<file path="src/rtl/cmd_sequencer_if.sv">
// Host push port plus sender handshake for cmd_sequencer.
// The master side feeds commands and the sender busy flag. The slave side is the sequencer.
interface cmd_sequencer_if #(
  parameter int AW = 3
);
  logic          wr_en;
  logic [7:0]    wr_data;
  logic          flush;
  logic          full;
  logic [AW:0]   count;
  logic [7:0]    cmd_out;
  logic          str_out;
  logic          snd_busy;
  logic          seq_busy;
  logic          done;
  logic          err_range;
  logic          err_timeout;

  modport master (
    output wr_en, wr_data, flush, snd_busy,
    input  full, count, cmd_out, str_out, seq_busy, done, err_range, err_timeout
  );

  modport slave (
    input  wr_en, wr_data, flush, snd_busy,
    output full, count, cmd_out, str_out, seq_busy, done, err_range, err_timeout
  );
endinterface

</file>
<file path="src/rtl/cmd_sequencer.sv">
// Queues command indices and issues them one at a time to the UART string sender (str, busy up/down, gap).
// Pushes are dropped when full or out of range. A missing busy acknowledge sets a sticky error and the command is skipped.
module cmd_sequencer #(
  parameter int DEPTH       = 8,
  parameter int AW          = 3,
  parameter int MAX_CMD     = 15,
  parameter int GAP_CYCLES  = 5000,
  parameter int ACK_TIMEOUT = 1000
) (
  input  logic            clk,
  input  logic            rst,
  cmd_sequencer_if.slave  bus
);
  typedef enum logic [2:0] {IDLE, ISSUE, WAIT_ACK, WAIT_DONE, GAP} state_t;

  localparam logic [27:0] GAP_T = 28'(GAP_CYCLES);
  localparam logic [27:0] ACK_T = 28'(ACK_TIMEOUT);

  state_t        state;
  logic [7:0]    mem [DEPTH];
  logic [AW-1:0] wr_ptr;
  logic [AW-1:0] rd_ptr;
  logic [AW:0]   count;
  logic [27:0]   timer;
  logic [7:0]    cmd_q;
  logic          str_q;
  logic          done_q;
  logic          err_range_q;
  logic          err_timeout_q;
  logic          full;
  logic          empty;
  logic          bad;
  logic          pop;
  logic          push;

  assign full  = (count == (AW+1)'(DEPTH));
  assign empty = (count == '0);
  assign bad   = (bus.wr_data > 8'(MAX_CMD));
  // A pop frees the slot in the same cycle, so a push at full still lands.
  assign pop   = !bus.flush && (state == IDLE) && !empty && !bus.snd_busy;
  assign push  = !bus.flush && bus.wr_en && !bad && (!full || pop);

  always_ff @(posedge clk) begin
    if (push) mem[wr_ptr] <= bus.wr_data;
  end

  always_ff @(posedge clk or negedge rst) begin
    if (!rst) begin
      wr_ptr      <= '0;
      rd_ptr      <= '0;
      count       <= '0;
      err_range_q <= 1'b0;
    end else begin
      err_range_q <= !bus.flush && bus.wr_en && bad;
      if (bus.flush) begin
        wr_ptr <= '0;
        rd_ptr <= '0;
        count  <= '0;
      end else begin
        if (push) wr_ptr <= wr_ptr + 1'b1;
        if (pop)  rd_ptr <= rd_ptr + 1'b1;
        if (push && !pop)      count <= count + 1'b1;
        else if (pop && !push) count <= count - 1'b1;
      end
    end
  end

  always_ff @(posedge clk or negedge rst) begin
    if (!rst) begin
      state         <= IDLE;
      timer         <= '0;
      cmd_q         <= '0;
      str_q         <= 1'b0;
      done_q        <= 1'b0;
      err_timeout_q <= 1'b0;
    end else begin
      str_q  <= 1'b0;
      done_q <= 1'b0;
      if (bus.flush) begin
        state         <= IDLE;
        timer         <= '0;
        err_timeout_q <= 1'b0;
      end else begin
        case (state)
          IDLE: begin
            if (pop) begin
              cmd_q <= mem[rd_ptr];
              str_q <= 1'b1;
              state <= ISSUE;
            end
          end
          ISSUE: begin
            timer <= ACK_T;
            state <= WAIT_ACK;
          end
          WAIT_ACK: begin
            if (bus.snd_busy) begin
              state <= WAIT_DONE;
            end else if (timer <= 28'd1) begin
              // Unacknowledged command is dropped, but the gap is still honoured.
              timer         <= GAP_T;
              err_timeout_q <= 1'b1;
              state         <= GAP;
            end else begin
              timer <= timer - 28'd1;
            end
          end
          WAIT_DONE: begin
            if (!bus.snd_busy) begin
              timer <= GAP_T;
              state <= GAP;
            end
          end
          GAP: begin
            if (timer <= 28'd1) begin
              timer  <= '0;
              done_q <= 1'b1;
              state  <= IDLE;
            end else begin
              timer <= timer - 28'd1;
            end
          end
          default: state <= IDLE;
        endcase
      end
    end
  end

  assign bus.full        = full;
  assign bus.count       = count;
  assign bus.cmd_out     = cmd_q;
  assign bus.str_out     = str_q;
  assign bus.seq_busy    = !empty || (state != IDLE);
  assign bus.done        = done_q;
  assign bus.err_range   = err_range_q;
  assign bus.err_timeout = err_timeout_q;
endmodule

</file>
<file path="src/flat_wrapper.sv">
// flat-port wrapper written by rule: the top's interface ports become plain ports
module cmd_sequencer_flat 
#(
  parameter int DEPTH       = 8,
  parameter int AW          = 3,
  parameter int MAX_CMD     = 15,
  parameter int GAP_CYCLES  = 5000,
  parameter int ACK_TIMEOUT = 1000
)
  (clk, rst, bus_wr_en, bus_wr_data, bus_flush, bus_snd_busy, bus_full, bus_count, bus_cmd_out, bus_str_out, bus_seq_busy, bus_done, bus_err_range, bus_err_timeout);
  cmd_sequencer_if #(.AW(AW)) bus_i ();
  input  logic clk;
  input  logic rst;
  input wire logic [$bits(bus_i.wr_en)-1:0] bus_wr_en;
  input wire logic [$bits(bus_i.wr_data)-1:0] bus_wr_data;
  input wire logic [$bits(bus_i.flush)-1:0] bus_flush;
  input wire logic [$bits(bus_i.snd_busy)-1:0] bus_snd_busy;
  output wire logic [$bits(bus_i.full)-1:0] bus_full;
  output wire logic [$bits(bus_i.count)-1:0] bus_count;
  output wire logic [$bits(bus_i.cmd_out)-1:0] bus_cmd_out;
  output wire logic [$bits(bus_i.str_out)-1:0] bus_str_out;
  output wire logic [$bits(bus_i.seq_busy)-1:0] bus_seq_busy;
  output wire logic [$bits(bus_i.done)-1:0] bus_done;
  output wire logic [$bits(bus_i.err_range)-1:0] bus_err_range;
  output wire logic [$bits(bus_i.err_timeout)-1:0] bus_err_timeout;
  assign bus_i.wr_en = bus_wr_en;
  assign bus_i.wr_data = bus_wr_data;
  assign bus_i.flush = bus_flush;
  assign bus_i.snd_busy = bus_snd_busy;
  assign bus_full = bus_i.full;
  assign bus_count = bus_i.count;
  assign bus_cmd_out = bus_i.cmd_out;
  assign bus_str_out = bus_i.str_out;
  assign bus_seq_busy = bus_i.seq_busy;
  assign bus_done = bus_i.done;
  assign bus_err_range = bus_i.err_range;
  assign bus_err_timeout = bus_i.err_timeout;
  cmd_sequencer #(.DEPTH(DEPTH), .AW(AW), .MAX_CMD(MAX_CMD), .GAP_CYCLES(GAP_CYCLES), .ACK_TIMEOUT(ACK_TIMEOUT)) u_core (.clk(clk), .rst(rst), .bus(bus_i));
endmodule
</file>
<file path="config.mk">
export PLATFORM = sky130hd
export DESIGN_NAME = cmd_sequencer_flat
export DESIGN_NICKNAME = d
export VERILOG_FILES = /design/src/rtl/cmd_sequencer_if.sv /design/src/rtl/cmd_sequencer.sv /design/src/flat_wrapper.sv
export SDC_FILE = /design/constraint.sdc
export NUM_CORES = 1
export LEC_CHECK = 0
export ABC_AREA = 1
export BUFFER_PORTS_ARGS = -buffer_cell sky130_fd_sc_hd__buf_2
export CORE_ASPECT_RATIO = 1.25
export CORE_MARGIN = 1.5
export CORE_UTILIZATION = 34
export DETAILED_ROUTE_END_ITERATION = 12
export GPL_TIMING_DRIVEN = 0
export HOLD_SLACK_MARGIN = 0.12
export PLACE_DENSITY = 0.62
export SYNTH_ARGS = -nofsm -noshare
export SYNTH_HDL_FRONTEND = slang
export SYNTH_SLANG_ARGS = --single-unit
</file>
<file path="constraint.sdc">
create_clock -name clk -period 1.9 [get_ports clk]
set_input_delay 0.19 -clock clk [delete_from_list [all_inputs] [get_ports clk]]
set_output_delay 0.19 -clock clk [all_outputs]
set_load 0.03 [all_outputs]
</file>
==> results.cfg <==
[power_and_ir_drop]
power_density_nw_per_um2 = 1420
ir_worst_vdd_mv = 0.854
leakage_nw = 3.14
combPwrFrac_pct = 36.3
switching_share_pct = 38.2
p_int_w = 0.00637
p_sw_w = 0.00394
pwr-share-clk_pct = 31.9
pwr-share-seq_pct = 31.7

[worst_setup_path]
critPathMaxStageDelay_ps = 420
critPathMostFrequentCell = nand2_1
required_ps = 2260
cp_max_fo = 5
arrival_ps = 2260
endpoint_kind = register
cp_cell_sequence = inv_1 > nand3_2 > nand3_4 > nand3_4 > ha_1 > nand3_1 > nand2_1 > xor2_1 > xor2_1 > nand2_1 > nand2_1
cpMaxStageDelayCell = dfrtp_1
criticalPathCategory = reg -> reg
crit_path_start_kind = register

[synthesis]
synth_async_sr_flop_share_pct = 45.3
synth_xor_area_share_pct = 3.08
synth_edf_count = 64
avgSynthCellArea_um2 = 9.12
synthesis.area_um2 = 5690
yosys_most_used_dff = edfxtp_1
muxShareOfSynthArea_pct = 0
synth_cells = 624
synthAdderAreaFrac_pct = 1.67
synth_compound_gate_area_share_pct = 8.79
synth_seq_cells = 117
ys_seq_area_share_pct = 57.1
ys_types = 35
synthSimpleGateAreaFrac_pct = 24.0
synth_warnings = 0
synth_top_family_by_area = simple AND/OR/NAND/NOR gates
synth_nets = 644

[detailed_routing]
drc = 0
wl_met1_um = 5980
met3_length_um = 567
first_iter_violations = 301
firstDrtPassIters = 5
post_drt_via_cell_ratio = 4.90
vias = 4564
routed_wl_um = 14500
postRouteAntennaNets = 0
wl_per_cell_um = 15.5
topRoutingLayerUsed = met4
wl_met2_um = 7660

[run_status]
status = finished with violations
violations = negative setup slack

[clock_network]
clock_latency_ps = 420
clockRootBuffer = clkbuf_16
path_clk_slew_ps = 60
cts_buffers = 17
cts_buffer_depth = 2
cts.htree.levels = 4
cts_tree = built
clock-sinks = 117

[sta]
fin_crit_ps = 1900
finClkSkew_ps = 8.34
post-route-period-util_pct = 100
hold_viol_final = 0
setup_ws_ps = -3.45
hold_slack_ps = 137
max_freq_ghz = 0.525
report.final.slew_viol_count = 0
rsz0062_at_grt = true
tightest_slew_ps = 746
setup_viol = 1
fin_tns_setup_ps = -3.45
max_slew_margin_pct = 50.3

[global_routing]
antenna_found_initial = 0
grt_max_degree = 54
grt_util_all_layers_pct = 17.3
grt_pass1_vias = 4637
overflow = 0
grt_pass1_wl_um = 23100

[placed_design]
dpl.hpwl_um = 9180
portBuffers = 29
place.gp.congestion = 0.829

[finish]
area_delta_synth_final_pct = 27.7
final_common_cell = nand2_1
diodes = 0
layout_common_cells = 125 x nand2_1, 113 x nor2_1, 64 x edfxtp_1
nets = 723
drive_above_1_share_pct = 20.0

[floorplanning]
die_w_um = 119
coreArea_um2 = 16300
die_y_um = 148
dieArea_um2 = 17500
rows = 52
initial_core_util_pct = 35.0
io_pins = 31

[min_path]
hold_class = in -> reg

[job]
maxCapViolations = 0
path summary, 6_finish.rpt:
path                                        from               endpoint  slack [ps]  depth (start not counted)
max                          u_core.bus.count[2]    u_core.bus.count[3]          -3                         11
min                                 bus_snd_busy        u_core.state[1]         140                          3
max reg2reg                  u_core.bus.count[2]    u_core.bus.count[3]          -3                         11
min reg2reg                u_core.bus.cmd_out[1]  u_core.bus.cmd_out[1]         480                          2
max in group asynchronous                    rst    u_core.bus.count[0]         980                          2
min in group asynchronous                    rst       u_core.timer[14]         380                          2
synthesized netlist by cell type (5+ instances only):
| cell | count | share of area, % |
|---|---|---|
| nand2_1 | 129 | 8.5 |
| nor2_1 | 126 | 8.3 |
| edfxtp_1 | 64 | 34 |
| dfrtp_1 | 53 | 23 |
| inv_1 | 49 | 3.2 |
| o21ai_0 | 37 | 3.3 |
| nand3_1 | 33 | 2.9 |
| o32ai_1 | 16 | 2.5 |
| xor2_1 | 15 | 2.3 |
| clkbuf_1 | 11 | 0.73 |
| o21ai_1 | 11 | 0.97 |
| nand4_1 | 8 | 0.88 |
| o22ai_1 | 8 | 0.88 |
| a21oi_1 | 7 | 0.62 |
| nor3_1 | 7 | 0.62 |
| buf_2 | 6 | 0.53 |
| ha_1 | 6 | 1.3 |
| inv_2 | 6 | 0.40 |
| xnor2_1 | 5 | 0.77 |
power by group through the flow:
stage	sequential [W]	clock (W)	combinational, W
floorplan	0.00348	0	0.00232
global placement	0.00329	0	0.00334
detailed placement	0.00329	0	0.00338
CTS	0.00326	0.00334	0.00364
global route	0.00331	0.00344	0.00415
finish	0.00327	0.00329	0.00374
registers in the layout (all words and copies together) (netlist names):
name	cells
u_core.bus.cmd_out	8
u_core.bus.done	1
u_core.bus.str_out	1
u_core.mem	64
u_core.bus.count	4
u_core.bus.err_timeout	1
u_core.bus.err_range	1
u_core.wr_ptr	3
u_core.timer	28
u_core.state	3
u_core.rd_ptr	3
final cells by class:
type,instances,area [um^2]
Tap cell,216,270
Sequential cell,117,3250
Clock inverter,14,175
Fill cell,1558,8990
Multi-Input combinational cell,431,2310
Buffer,19,100
Timing Repair Buffer,60,517
Clock buffer,18,429
Inverter,57,214
critical path: cells and delay by family (launching register included):
family | cells | cell delay [ps]
buffers and inverters | 1 | 150
xor gates and xnor gates | 2 | 330
DFF | 1 | 420
and+or+nand+nor | 7 | 620
adders and majority gates | 1 | 320
metrics by stage:
| stage | utilization, % | setup WS (ps) | cells | instance area (um^2) | total power (W) |
|---|---|---|---|---|---|
| 5_1_grt | 44.7 | -135 | 932 | 7270 | 0.0109 |
| 6_report | 44.7 | -3.45 | 932 | 7270 | 0.0103 |
| 3_3_place_gp | 37.6 | -610 | 869 | 6110 | 0.00663 |
| 4_1_cts | 44.2 | -0.848 | 932 | 7200 | 0.0102 |
| 3_5_place_dp | 37.6 | -626 | 869 | 6110 | 0.00667 |
| 2_1_floorplan | - | -141 | 624 | 5700 | 0.00580 |
cell families after synthesis:
| family | after synthesis |
|---|---|
| AND/OR/NAND/NOR | 321 |
| AO/OA/AOI/OAI | 83 |
| XOR/XNOR | 20 |
| flip-flops | 117 |
| buffers and inverters | 76 |
| adder cells (fa/ha/maj) | 7 |
per-layer routing:
| layer | up-vias | track usage [%] |
|---|---|---|
| li1 | 2246 | - |
| met1 | 2185 | 19.2 |
| met2 | 108 | 31.8 |
| met3 | 25 | 4.28 |
| met4 | 0 | 6.63 |
| met5 | - | 0 |
repair_timing:
item | CTS | global route
buffers inserted | 19 | 1
pin swaps | 15 | 8
hold endpoints to repair | 72 | 0
endpoints found under the setup margin | 73 | 96
gates resized for setup | 28 | 28
hold buffers | 12 | 0
Note: power is estimated with default switching activity, not from simulation.
